--- config.mk ---
export PLATFORM = sky130hd
export DESIGN_NAME = mem_stage
export DESIGN_NICKNAME = d
export VERILOG_FILES = /design/src/rtl/mem_stage_pkg.sv /design/src/rtl/mem_req_fsm.sv /design/src/rtl/mem_stage.sv
export SDC_FILE = /design/constraint.sdc
export NUM_CORES = 1
export LEC_CHECK = 0
export CORE_MARGIN = 5
export CORE_UTILIZATION = 40
export DETAILED_ROUTE_END_ITERATION = 16
export PLACE_DENSITY = 0.74
export SLEW_MARGIN = 20
export SYNTH_ARGS = -nofsm -noshare
export SYNTH_HDL_FRONTEND = slang
export SYNTH_HIERARCHICAL = 1
export SYNTH_SLANG_ARGS = --single-unit
--- constraint.sdc ---
create_clock -name clk_i -period 1.96 [get_ports clk_i]
set_clock_uncertainty 0.1 [all_clocks]
set_input_delay 0.392 -clock clk_i [delete_from_list [all_inputs] [get_ports clk_i]]
set_output_delay 0.392 -clock clk_i [all_outputs]
set_load 0.005 [all_outputs]
--- src/rtl/mem_stage_pkg.sv ---
// Shared types for the MEM stage: FSM state encoding, pipeline register layouts, widths.
package mem_stage_pkg;

    localparam int DATA_W = 32;
    localparam int REG_W  = 5;

    typedef enum logic {IDLE = 1'b0, WAIT = 1'b1} mem_state_e;

    typedef struct packed {
        logic              reg_write;
        logic              mem_to_reg;
        logic              mem_read;
        logic              mem_write;
        logic [DATA_W-1:0] alu;
        logic [DATA_W-1:0] rt_data;
        logic [REG_W-1:0]  dest;
    } exmem_t;

    typedef struct packed {
        logic              reg_write;
        logic              mem_to_reg;
        logic [DATA_W-1:0] alu;
        logic [DATA_W-1:0] rdata;
        logic [REG_W-1:0]  dest;
    } memwb_t;

endpackage

--- src/rtl/mem_req_fsm.sv ---
// Data-memory request sequencer: IDLE/WAIT state, timeout counter, stall and
// completion/abort pulses. The request is held for as long as EX/MEM holds a memory op.
module mem_req_fsm
    import mem_stage_pkg::*;
#(
    parameter int unsigned TIMEOUT = 16
) (
    input  logic clk_i,
    input  logic rst_n_i,
    input  logic mem_op_i,
    input  logic ack_i,
    output logic req_o,
    output logic stall_o,
    output logic done_o,
    output logic abort_o
);

    localparam logic [7:0] LAST = 8'(TIMEOUT - 1);

    mem_state_e state;
    logic [7:0] cnt;

    assign req_o   = mem_op_i;
    assign done_o  = req_o & ack_i;
    assign abort_o = req_o & ~ack_i & (cnt == LAST);
    assign stall_o = req_o & ~ack_i & ~abort_o;

    // cnt counts elapsed un-acked request cycles; it is always 0 in IDLE.
    always_ff @(posedge clk_i or negedge rst_n_i) begin
        if (!rst_n_i) begin
            state <= IDLE;
            cnt   <= '0;
        end else begin
            case (state)
                IDLE: begin
                    if (stall_o) begin
                        state <= WAIT;
                        cnt   <= 8'd1;
                    end else begin
                        cnt <= '0;
                    end
                end
                WAIT: begin
                    if (stall_o) begin
                        cnt <= cnt + 8'd1;
                    end else begin
                        state <= IDLE;
                        cnt   <= '0;
                    end
                end
                default: begin
                    state <= IDLE;
                    cnt   <= '0;
                end
            endcase
        end
    end

endmodule

--- src/rtl/mem_stage.sv ---
// MEM pipeline stage: EX/MEM and MEM/WB registers around a req/ack data-memory port.
// Optional MEM_ALIGN_CHK_EN drops misaligned accesses and flags them on misalign_o.
module mem_stage
    import mem_stage_pkg::*;
#(
    parameter int unsigned TIMEOUT = 16
) (
    input  logic              clk_i,
    input  logic              rst_n_i,
    input  logic              RegWrite_i,
    input  logic              MemtoReg_i,
    input  logic              MemRead_i,
    input  logic              MemWrite_i,
    input  logic [DATA_W-1:0] ALU_result_i,
    input  logic [DATA_W-1:0] rt_data_i,
    input  logic [REG_W-1:0]  dest_reg_i,
    output logic              dmem_req_o,
    output logic              dmem_we_o,
    output logic [DATA_W-1:0] dmem_addr_o,
    output logic [DATA_W-1:0] dmem_wdata_o,
    input  logic              dmem_ack_i,
    input  logic [DATA_W-1:0] dmem_rdata_i,
    output logic              stall_o,
    output logic [DATA_W-1:0] EXMEM_ALU_o,
    output logic              EXMEM_RegWrite_o,
    output logic [REG_W-1:0]  EXMEM_dest_reg_o,
    output logic              MEMWB_RegWrite_o,
    output logic [REG_W-1:0]  MEMWB_dest_reg_o,
    output logic [DATA_W-1:0] MEMWB_WriteData_o,
    output logic              timeout_o,
    output logic              misalign_o
);

    exmem_t exmem, exmem_d;
    memwb_t memwb, memwb_d;
    logic   mem_op, misal, stall, done, abort, is_read, timeout_q;

    assign exmem_d = '{reg_write: RegWrite_i, mem_to_reg: MemtoReg_i, mem_read: MemRead_i,
                       mem_write: MemWrite_i, alu: ALU_result_i, rt_data: rt_data_i,
                       dest: dest_reg_i};

    always_ff @(posedge clk_i or negedge rst_n_i) begin
        if (!rst_n_i)    exmem <= '0;
        else if (!stall) exmem <= exmem_d;
    end

    assign mem_op  = exmem.mem_read | exmem.mem_write;
    assign is_read = exmem.mem_read & ~exmem.mem_write;

`ifdef MEM_ALIGN_CHK_EN
    logic misalign_q;
    assign misal = mem_op & (exmem.alu[1:0] != 2'b00);

    always_ff @(posedge clk_i or negedge rst_n_i) begin
        if (!rst_n_i)   misalign_q <= 1'b0;
        else if (misal) misalign_q <= 1'b1;
    end
    assign misalign_o = misalign_q;
`else
    assign misal      = 1'b0;
    assign misalign_o = 1'b0;
`endif

    mem_req_fsm #(.TIMEOUT(TIMEOUT)) u_fsm (
        .clk_i   (clk_i),
        .rst_n_i (rst_n_i),
        .mem_op_i(mem_op & ~misal),
        .ack_i   (dmem_ack_i),
        .req_o   (dmem_req_o),
        .stall_o (stall),
        .done_o  (done),
        .abort_o (abort)
    );

    // A stalled cycle pushes a bubble; dropped ops (abort/misaligned) never write back.
    always_comb begin
        memwb_d = '0;
        if (!stall) begin
            memwb_d.reg_write  = exmem.reg_write & ~abort & ~misal;
            memwb_d.mem_to_reg = exmem.mem_to_reg;
            memwb_d.alu        = exmem.alu;
            memwb_d.dest       = exmem.dest;
            memwb_d.rdata      = (is_read & done) ? dmem_rdata_i : '0;
        end
    end

    always_ff @(posedge clk_i or negedge rst_n_i) begin
        if (!rst_n_i) begin
            memwb     <= '0;
            timeout_q <= 1'b0;
        end else begin
            memwb <= memwb_d;
            if (abort) timeout_q <= 1'b1;
        end
    end

    assign stall_o           = stall;
    assign dmem_we_o         = exmem.mem_write;
    assign dmem_addr_o       = {exmem.alu[DATA_W-1:2], 2'b00};
    assign dmem_wdata_o      = exmem.rt_data;
    assign EXMEM_ALU_o       = exmem.alu;
    assign EXMEM_RegWrite_o  = exmem.reg_write;
    assign EXMEM_dest_reg_o  = exmem.dest;
    assign MEMWB_RegWrite_o  = memwb.reg_write;
    assign MEMWB_dest_reg_o  = memwb.dest;
    assign MEMWB_WriteData_o = memwb.mem_to_reg ? memwb.rdata : memwb.alu;
    assign timeout_o         = timeout_q;

endmodule
Word-level counts from Yosys, hierarchy flattened
Index checks and enable logic that the tools add are counted.
{"block": "classes", "n_addsub": 1, "n_bitwise": 12, "muxes": 7, "n_eq_ne": 1}
{"operator": "two-way mux 71 bit", "count": 1}
{"operator": "two-way mux 32 bit", "count": 2}
{"operator": "case mux 8 bit (2 select lines)", "count": 1}
{"operator": "adder 8 x 1 -> 8 bit, second input constant", "count": 1}
{"operator": "equality test 8 x 4 -> 1 bit, second input constant", "count": 1}
{"operator": "two-way mux 8 bit", "count": 1}
{"operator": "AND 1 bit", "count": 7}
{"operator": "NOT 1 bit", "count": 4}
{"operator": "two-way mux 1 bit", "count": 2}
{"operator": "bitwise OR 1 bit", "count": 1}
{"block": "word_totals", "ff_bits": 154, "in_bits": 108}

Logic depth before layout (Yosys ltp)
Gate-level depths: netlist of run 1.
{"block": "depth", "depth_word": 7, "mapped_depth": 7}

Cells and area by module
Netlist of run 1, hierarchy kept.
{"module": "mem_stage", "n_inst": 1, "seq_area_each_um2": 3628.5, "cells_each": 451, "area_per_inst_um2": 6222.2}
{"module": "mem_req_fsm", "n_inst": 1, "seq_area_each_um2": 225.2, "cells_each": 43, "area_per_inst_um2": 439.2}

Worst setup path before layout of run 1
OpenSTA, ideal clock, no wires.
{"block": "synth_timing", "path_type": "register to register", "from": "register u_fsm.cnt[0]", "to": "register exmem (netlist bit EXMEM_ALU_o[0])", "setup_slack_ps": -109, "setup_time_ps": 125, "n_path_buf": 2, "synth_period_minus_slack_ps": 2069, "arrival_time_ps": 1844, "stages_incl_launch_ff": 8, "cell_sequence": "dfrtp_1 ha_1 nand3_1 nor2_1 nor2_1 buf_4 buf_6 mux2_2"}
{"block": "synth_between", "elab_chain_cells": 4}
{"element": "start: declaration", "line_no": "mem_req_fsm.sv:21", "source": "logic [7:0] cnt;"}
{"element": "start signal: assignment", "line_no": "mem_req_fsm.sv:45", "source": "cnt <= cnt + 8'd1;"}
{"element": "equality test 8 x 4 -> 1 bit", "line_no": "mem_req_fsm.sv:25", "source": "assign abort_o = req_o & ~ack_i & (cnt == LAST);"}
{"element": "AND 1 bit", "line_no": "mem_req_fsm.sv:25"}
{"element": "NOT 1 bit", "line_no": "mem_req_fsm.sv:26", "source": "assign stall_o = req_o & ~ack_i & ~abort_o;"}
{"element": "AND 1 bit", "line_no": "mem_req_fsm.sv:26"}
{"element": "via stall_o", "line_no": "mem_stage.sv:23", "source": "output logic stall_o,"}
{"element": "end signal: assignment", "line_no": "mem_stage.sv:44", "source": "else if (!stall) exmem <= exmem_d;"}
{"element": "end: declaration", "line_no": "mem_stage.sv:34", "source": "exmem_t exmem, exmem_d;"}
The timed path passes the listed nets, and every way through them passes these cells.
A chain may end at the register's enable or synchronous reset.

==> metrics.md, run 1 <==
| Metric | Value |
|---|---|
| Leak | `4.63 nW` |
| Vias per cell | `4.55` |
| Routed Antenna Nets | `0` |
| Critical Path Start | `u_fsm/cnt[6]$_DFF_PN0_` |
| Power Density | `918 mW/mm^2` |
| Largest family of logic cells by synthesized area | `multiplexers` |
| F_max | `459 MHz` |
| Post-route minimum period | `2.18 ns` |
| Library cells used by synthesis | `29` |
| Drt total wl | `17200 um` |
| Critical path class | `reg2reg` |
| First-pass GRT wire length | `25700 um` |
| WP data required | `2.21 ns` |
| TritonCTS Buffers | `17` |
| Vias in the first global route | `4714` |
| Total number of vias | `4274` |
| Gr ovfl total | `0` |
| CTS tree | `built` |
| Die height | `139 um` |
| Pre-antenna DRT Iters | `4` |
| Clock Path Buffers | `2` |
| Placement Setup Slack | `-0.204 ns` |
| Clock Sink Count | `154` |
| Die Footprint | `0.0193 sq mm` |
| Synth Area in XOR/XNOR | `0.394%` |
| Register area share after synthesis | `57.9%` |
| CORE AREA | `0.0165 sq mm` |
| # H-tree levels | `4` |
| Worst Reg-to-Reg Cells | `7` |
| Worst skew pair latency | `0.41 ns` |
| Starting Density | `40.5%` |
| Mux share of post-synthesis cell area | `17.7%` |
| Layout cell share with drive strength beyond 1 | `38.3%` |
| Violated checks | `setup timing` |
| Worst reg2reg endpoint | `memwb[10]$_DFF_PN0_` |
| Synthesized cell area | `0.00666 sq mm` |
| GP Congestion | `0.798` |
| Cell Int Power | `7.33 mW` |
| Setup-failing EPs final | `147` |
| NetSw | `2.19 mW` |
| Final Instance Count excl. Fillers | `940` |
| DP Cell Count | `869` |
| Outcome | `complete, but fails checks` |
| Die W | `139 um` |
| Final Max Tran Viols | `0` |
| CP Max Fanout | `6` |
| Syn avg cell area | `13.5 sq um` |
| Startpoint types | `flop` |
| Crit path DAT | `2.43 ns` |
| Gate power share | `24.5%` |
| Seq cells post-synth | `154` |
| DPL Wire Length | `11200 um` |
| Max VDD drop | `550 uV` |
| RSZ-0062 raised after global routing | `true` |
| Initial DRC Count | `118` |
| Ant. Diodes | `0` |
| Clock transition at path regs | `0.06 ns` |
| Total track usage | `16.9%` |
| PnR worst setup slack | `-0.220 ns` |
| Commonest cells after routing, fill and taps aside | `clkdlybuf4s50_1, dfrtp_1, mux2_2` |
| Commonest non-fill, non-tap cell in the layout | `clkdlybuf4s50_1` |
| Adder-cell share of the synthesized area | `0.188%` |
| Cell Rows | `47` |
| Input/output buffers | `249` |
| Total of max-cap violations | `0` |
| Non-Filler Cell Area, Final | `0.0104 sq mm` |
| Sequential share of power | `39.1%` |
| Root buffer cell | `clkbuf_16` |
| Synth Area in Compound Gates | `0.958%` |
| Clk pwr share | `36.4%` |
| Area growth syn-to-layout | `55.8%` |
| I/O pin count | `253` |
| Post-DR wirelength/cell | `18.3 um` |
| Post-DP Area | `0.00885 sq mm` |
| Final Cycle Share | `111%` |
| # DRC | `0` |
| Largest net degree at the start of global routing | `41` |
| Min-Delay Path Class | `in2async` |
| Yosys warnings | `6` |
| RR Startpoint | `u_fsm/cnt[6]$_DFF_PN0_` |
| Sw Ratio | `23.0%` |
| CP Capture Type | `flop` |
| # nets final | `816` |
| FF-to-FF setup slack | `-0.22 ns` |
| Fin. Hold Viols | `0` |
| Initial antenna violation count | `0` |
| Mapped Cells | `494` |
| Worst Hold Slack | `0.368 ns` |
| Simple-Gate Fraction of Synth Area | `8.51%` |
-- metrics by stage --
| step | TNS (ns) | power (mW) | utilization [%] |
|---|---|---|---|
| floorplan | 0 | 4.74 | - |
| global placement | -11.25 | 5.62 | 53.7 |
| detailed placement | -14.06 | 5.67 | 53.7 |
| CTS | -13.84 | 9.34 | 59.5 |
| finish | -17.28 | 9.52 | 63.0 |
| global route | -27.35 | 9.93 | 63.0 |
-- cell type report --
class / instances / area, sq um
Fill cell: 1217 / 6090
Sequential cell: 154 / 3850
Timing Repair Buffer: 319 / 3500
Multi-Input combinational cell: 213 / 2110
Clock buffer: 21 / 460
Tap cell: 220 / 275
Clock inverter: 11 / 169
Inverter: 2 / 7.51
-- cells in the mapped netlist (all sizes together) --
cell / number / area share (%)
a211oi: 1 / 0.11
a21oi: 3 / 0.23
and2: 33 / 3.1
and4bb: 1 / 0.19
buf: 122 / 14
clkbuf: 5 / 0.34
conb: 1 / 0.056
dfrtp: 154 / 58
ha: 1 / 0.19
inv: 2 / 0.11
mux2: 105 / 18
nand2: 3 / 0.17
nand3: 3 / 0.23
nand4: 1 / 0.094
nor2: 6 / 0.34
nor2b: 38 / 3.6
nor3: 1 / 0.075
nor3b: 1 / 0.11
o2111ai: 1 / 0.39
o21ai: 3 / 0.23
or2: 2 / 0.19
or3: 3 / 0.28
or4: 1 / 0.17
xnor2: 1 / 0.13
xor2: 2 / 0.26
-- power by group through the flow --
| stage | clock network (mW) | logic (mW) | registers (mW) |
|---|---|---|---|
| 2_1_floorplan | 0 | 1.05 | 3.69 |
| 6_report | 3.47 | 2.34 | 3.72 |
| 3_3_place_gp | 0 | 1.88 | 3.75 |
| 3_5_place_dp | 0 | 1.90 | 3.77 |
| 4_1_cts | 3.53 | 2.09 | 3.72 |
| 5_1_grt | 3.69 | 2.48 | 3.76 |
-- per-layer routing --
metal | share of wire (%) | wire length, um | up-vias | global-route usage (%)
li1 | - | - | 1945 | -
met1 | 38 | 6460 | 2164 | 18.7
met2 | 55 | 9490 | 148 | 30.7
met3 | 5.8 | 995 | 17 | 5.55
met4 | 1.4 | 238 | 0 | 5.30
met5 | 0 | 0 | - | 0
-- sequential cells by signal, summed over array words and instances (netlist names) --
name and cells:
memwb 65, EXMEM_ALU_o 32, exmem 2, MEMWB_RegWrite_o 1, timeout_o 1, dmem_wdata_o 32, u_fsm/state 1, u_fsm/cnt 8
MEMWB_dest_reg_o 5, EXMEM_dest_reg_o 5, EXMEM_RegWrite_o 1, dmem_we_o 1
-- critical path, stage by stage (launching register included) --
cell and delay, ns:
dfrtp_1 0.40, or4_4 0.56, nor2_4 0.13, nor2_4 0.06, buf_6 0.12, and4bb_4 0.44, clkbuf_16 0.18, and2_4 0.13
-- cells by family (layout without fill, tap and decap cells) --
logic type / after synthesis / after routing
and+or+nand+nor: 93 / 93
DFF: 154 / 154
AOI/OAI and AO/OA: 8 / 8
buffers and inverters: 129 / 353
muxes: 105 / 105
adders and majority gates: 1 / 1
other: 1 / 3
xor gates and xnor gates: 3 / 3
-- worst max path at each step --
stage | to | slack, ns | cells after the start
after global placement | stall_o | -0.20 | 5
after floorplan | EXMEM_ALU_o[0]$_DFFE_PN0N_ | 0.008 | 7
after CTS | stall_o | -0.25 | 4
final | memwb[10]$_DFF_PN0_ | -0.22 | 7
after global routing | memwb[26]$_DFF_PN0_ | -0.30 | 7
after detailed placement | stall_o | -0.20 | 5
-- repair_timing --
action,in CTS,in global routing
hold endpoints to repair,36,0
pin swaps,2,24
hold buffers,1,0
buffers inserted,10,17
endpoints found under the setup margin,137,143
cloned,7,8
resized for setup,192,83
Power figures use the tool's default switching activity.
==> inputs of run 2 (changes only) <==
--- a/config.mk
+++ b/config.mk
@@ -9,6 +9,7 @@
 export CORE_UTILIZATION = 40
 export DETAILED_ROUTE_END_ITERATION = 16
 export PLACE_DENSITY = 0.74
+export SETUP_SLACK_MARGIN = 0.05
 export SLEW_MARGIN = 20
 export SYNTH_ARGS = -nofsm -noshare
 export SYNTH_HDL_FRONTEND = slang
==> metrics.md, run 2 (synthesized netlist as in run 1, its figures left out) <==
| Metric | Value |
|---|---|
| Routed Antenna Nets | `0 (unchanged)` |
| Fillers | `1286 (+5.7%)` |
| # H-tree levels | `4 (unchanged)` |
| Worst Reg-to-Reg Cells | `7 (unchanged)` |
| RSZ-0062 raised after global routing | `true` |
| Vias in the first global route | `4512 (-4.3%)` |
| Input/output buffers | `249 (unchanged)` |
| First-pass GRT wire length | `24500 um (-4.9%)` |
| Top reg by flops | `memwb` |
| Slowest-stage cell, CP | `or4_4` |
| # nets final | `792 (-2.9%)` |
| CORE AREA | `0.0165 sq mm (unchanged)` |
| Clock Sink Count | `154 (unchanged)` |
| Power Density | `909 mW/mm^2 (-1.0%)` |
| Post-route minimum period | `2.16 ns (-0.0202 ns)` |
| Critical path class | `reg2reg` |
| F_max | `463 MHz (+0.94%)` |
| Gr ovfl total | `0 (unchanged)` |
| Placement Setup Slack | `-0.224 ns (-0.0204 ns)` |
| Commonest non-fill, non-tap cell in the layout | `clkdlybuf4s50_1` |
| Die W | `139 um (unchanged)` |
| Drt total wl | `16300 um (-5.2%)` |
| Reg area | `0.00386 sq mm (about the same)` |
| Root buffer cell | `clkbuf_16` |
| CP Max Fanout | `8 (+2)` |
| RR Startpoint | `u_fsm/cnt[6]$_DFF_PN0_` |
| Largest net degree at the start of global routing | `42 (+2.4%)` |
| Total number of vias | `4089 (-4.3%)` |
| CTS tree | `built` |
| Vias per cell | `4.46 (-1.8%)` |
| Fin. Hold Viols | `0 (unchanged)` |
| Worst reg2reg endpoint | `memwb[32]$_DFF_PN0_` |
| Slowest stage delay, CP | `0.56 ns (about the same)` |
| Cell Rows | `47 (unchanged)` |
| Total track usage | `16.2% (-0.66 points)` |
| TritonCTS Buffers | `17 (unchanged)` |
| PnR worst setup slack | `-0.200 ns (+0.0202 ns)` |
| Post-layout util | `60.2% (-2.9 points)` |
| Final Max Tran Viols | `0 (unchanged)` |
| Pre-antenna DRT Iters | `4 (unchanged)` |
| Max reg flops | `65 (unchanged)` |
| Die Footprint | `0.0193 sq mm (unchanged)` |
| # DRC | `0 (unchanged)` |
| Max VDD drop | `604 uV (+9.7%)` |
| Worst Hold Slack | `0.375 ns (+0.00706 ns)` |
| I/O pin count | `253 (unchanged)` |
| GP Congestion | `0.736 (-7.7%)` |
| Setup-failing EPs final | `122 (-17%)` |
| Initial antenna violation count | `1 (+1)` |
| Die height | `139 um (unchanged)` |
| Min-Delay Path Class | `in2async` |
| Clock transition at path regs | `0.06 ns (about the same)` |
| Post-DR wirelength/cell | `17.8 um (-2.7%)` |
| Layout cell share with drive strength beyond 1 | `35.8% (-2.5 points)` |
| DPL Wire Length | `10900 um (-2.0%)` |
| Total of max-cap violations | `0 (unchanged)` |
| Worst path cell trace | `or4_4 -> nor2_4 -> nor2_4 -> buf_6 -> and4bb_4 -> clkbuf_16 -> and2_4` |
| Initial DRC Count | `109 (-7.6%)` |
| Outcome | `complete, but fails checks` |
| FF-to-FF setup slack | `-0.20 ns (+0.02 ns)` |
| Commonest cells after routing, fill and taps aside | `clkdlybuf4s50_1, dfrtp_1, mux2_2` |
| Starting Density | `40.5% (unchanged)` |
| CP Capture Type | `flop` |
| Most common cell on crit path | `nor2_4` |
| Final Cycle Share | `110% (-1.0 points)` |
| Area growth syn-to-layout | `48.7%` |
| Clock Path Buffers | `2 (unchanged)` |
| WP data required | `2.21 ns (about the same)` |
| Startpoint types | `flop` |
| Violated checks | `setup timing` |
| Crit path DAT | `2.41 ns (-0.02 ns)` |
| Multi-input combinational cell area | `0.00200 sq mm (-5.3%)` |
| Worst skew pair latency | `0.41 ns (about the same)` |
| Leak | `4.37 nW (-5.6%)` |
==> run 2: routing by layer <==
metal  up-vias  wire length (um)  track usage (%)  share of wire, %
li1       1893                 -                -                 -
met1      2023              6170             17.8                38
met2       145              8790             28.8                54
met3        28               881             4.97               5.4
met4         0               448             7.52               2.8
met5         -                 0                0                 0
==> run 2: critical path, delay by kind of cell (launching register included) <==
family	cells	cell delay, ns
buffers and inverters	2	0.33
DFF	1	0.37
and+or+nand+nor	5	1.30
==> run 2: power breakdown <==
| group | internal [mW] | switching (mW) |
|---|---|---|
| registers | 3.51 | 0.195 |
| clock network | 1.93 | 1.25 |
| logic | 1.44 | 0.669 |
| total | 6.88 | 2.12 |
==> run 2: worst max-delay path by stage <==
stage | from | cells past startpoint | to
6_report | u_fsm/cnt[6]$_DFF_PN0_ | 7 | memwb[32]$_DFF_PN0_
5_1_grt | u_fsm/cnt[6]$_DFF_PN0_ | 7 | memwb[36]$_DFF_PN0_
4_1_cts | u_fsm/cnt[4]$_DFF_PN0_ | 4 | stall_o
3_5_place_dp | dmem_ack_i | 5 | stall_o
3_3_place_gp | dmem_ack_i | 5 | stall_o
2_1_floorplan | u_fsm/cnt[6]$_DFF_PN0_ | 6 | memwb[10]$_DFF_PN0_
==> run 2: cell type report <==
type,instances,area share (%)
inverter,2,0.0758
timing repair buffer,295,32.2
clock inverter,11,1.24
tap,220,2.78
multi-input combinational,213,20.2
sequential,154,38.9
clock buffer,20,4.61
antenna,1,0.0253
==> run 2: metrics by stage <==
step	setup TNS [ns]	std cells	total power, mW	instance area (sq um)
6_report	-11.19	916	9.00	9910
4_1_cts	-16.63	907	9.00	9600
3_3_place_gp	-8.92	860	5.59	8780
3_5_place_dp	-12.28	860	5.63	8780
2_1_floorplan	0	496	4.74	6690
5_1_grt	-20.55	916	9.41	9910
==> run 2: what timing repair did <==
item / 4_1_cts / 5_1_grt
buffers inserted: 10 / 4
pin swaps: 4 / 20
hold buffers: 1 / 0
hold endpoints to repair: 36 / 0
endpoints found under the setup margin: 138 / 168
gates resized for setup: 157 / 62
gates cloned: 5 / 6
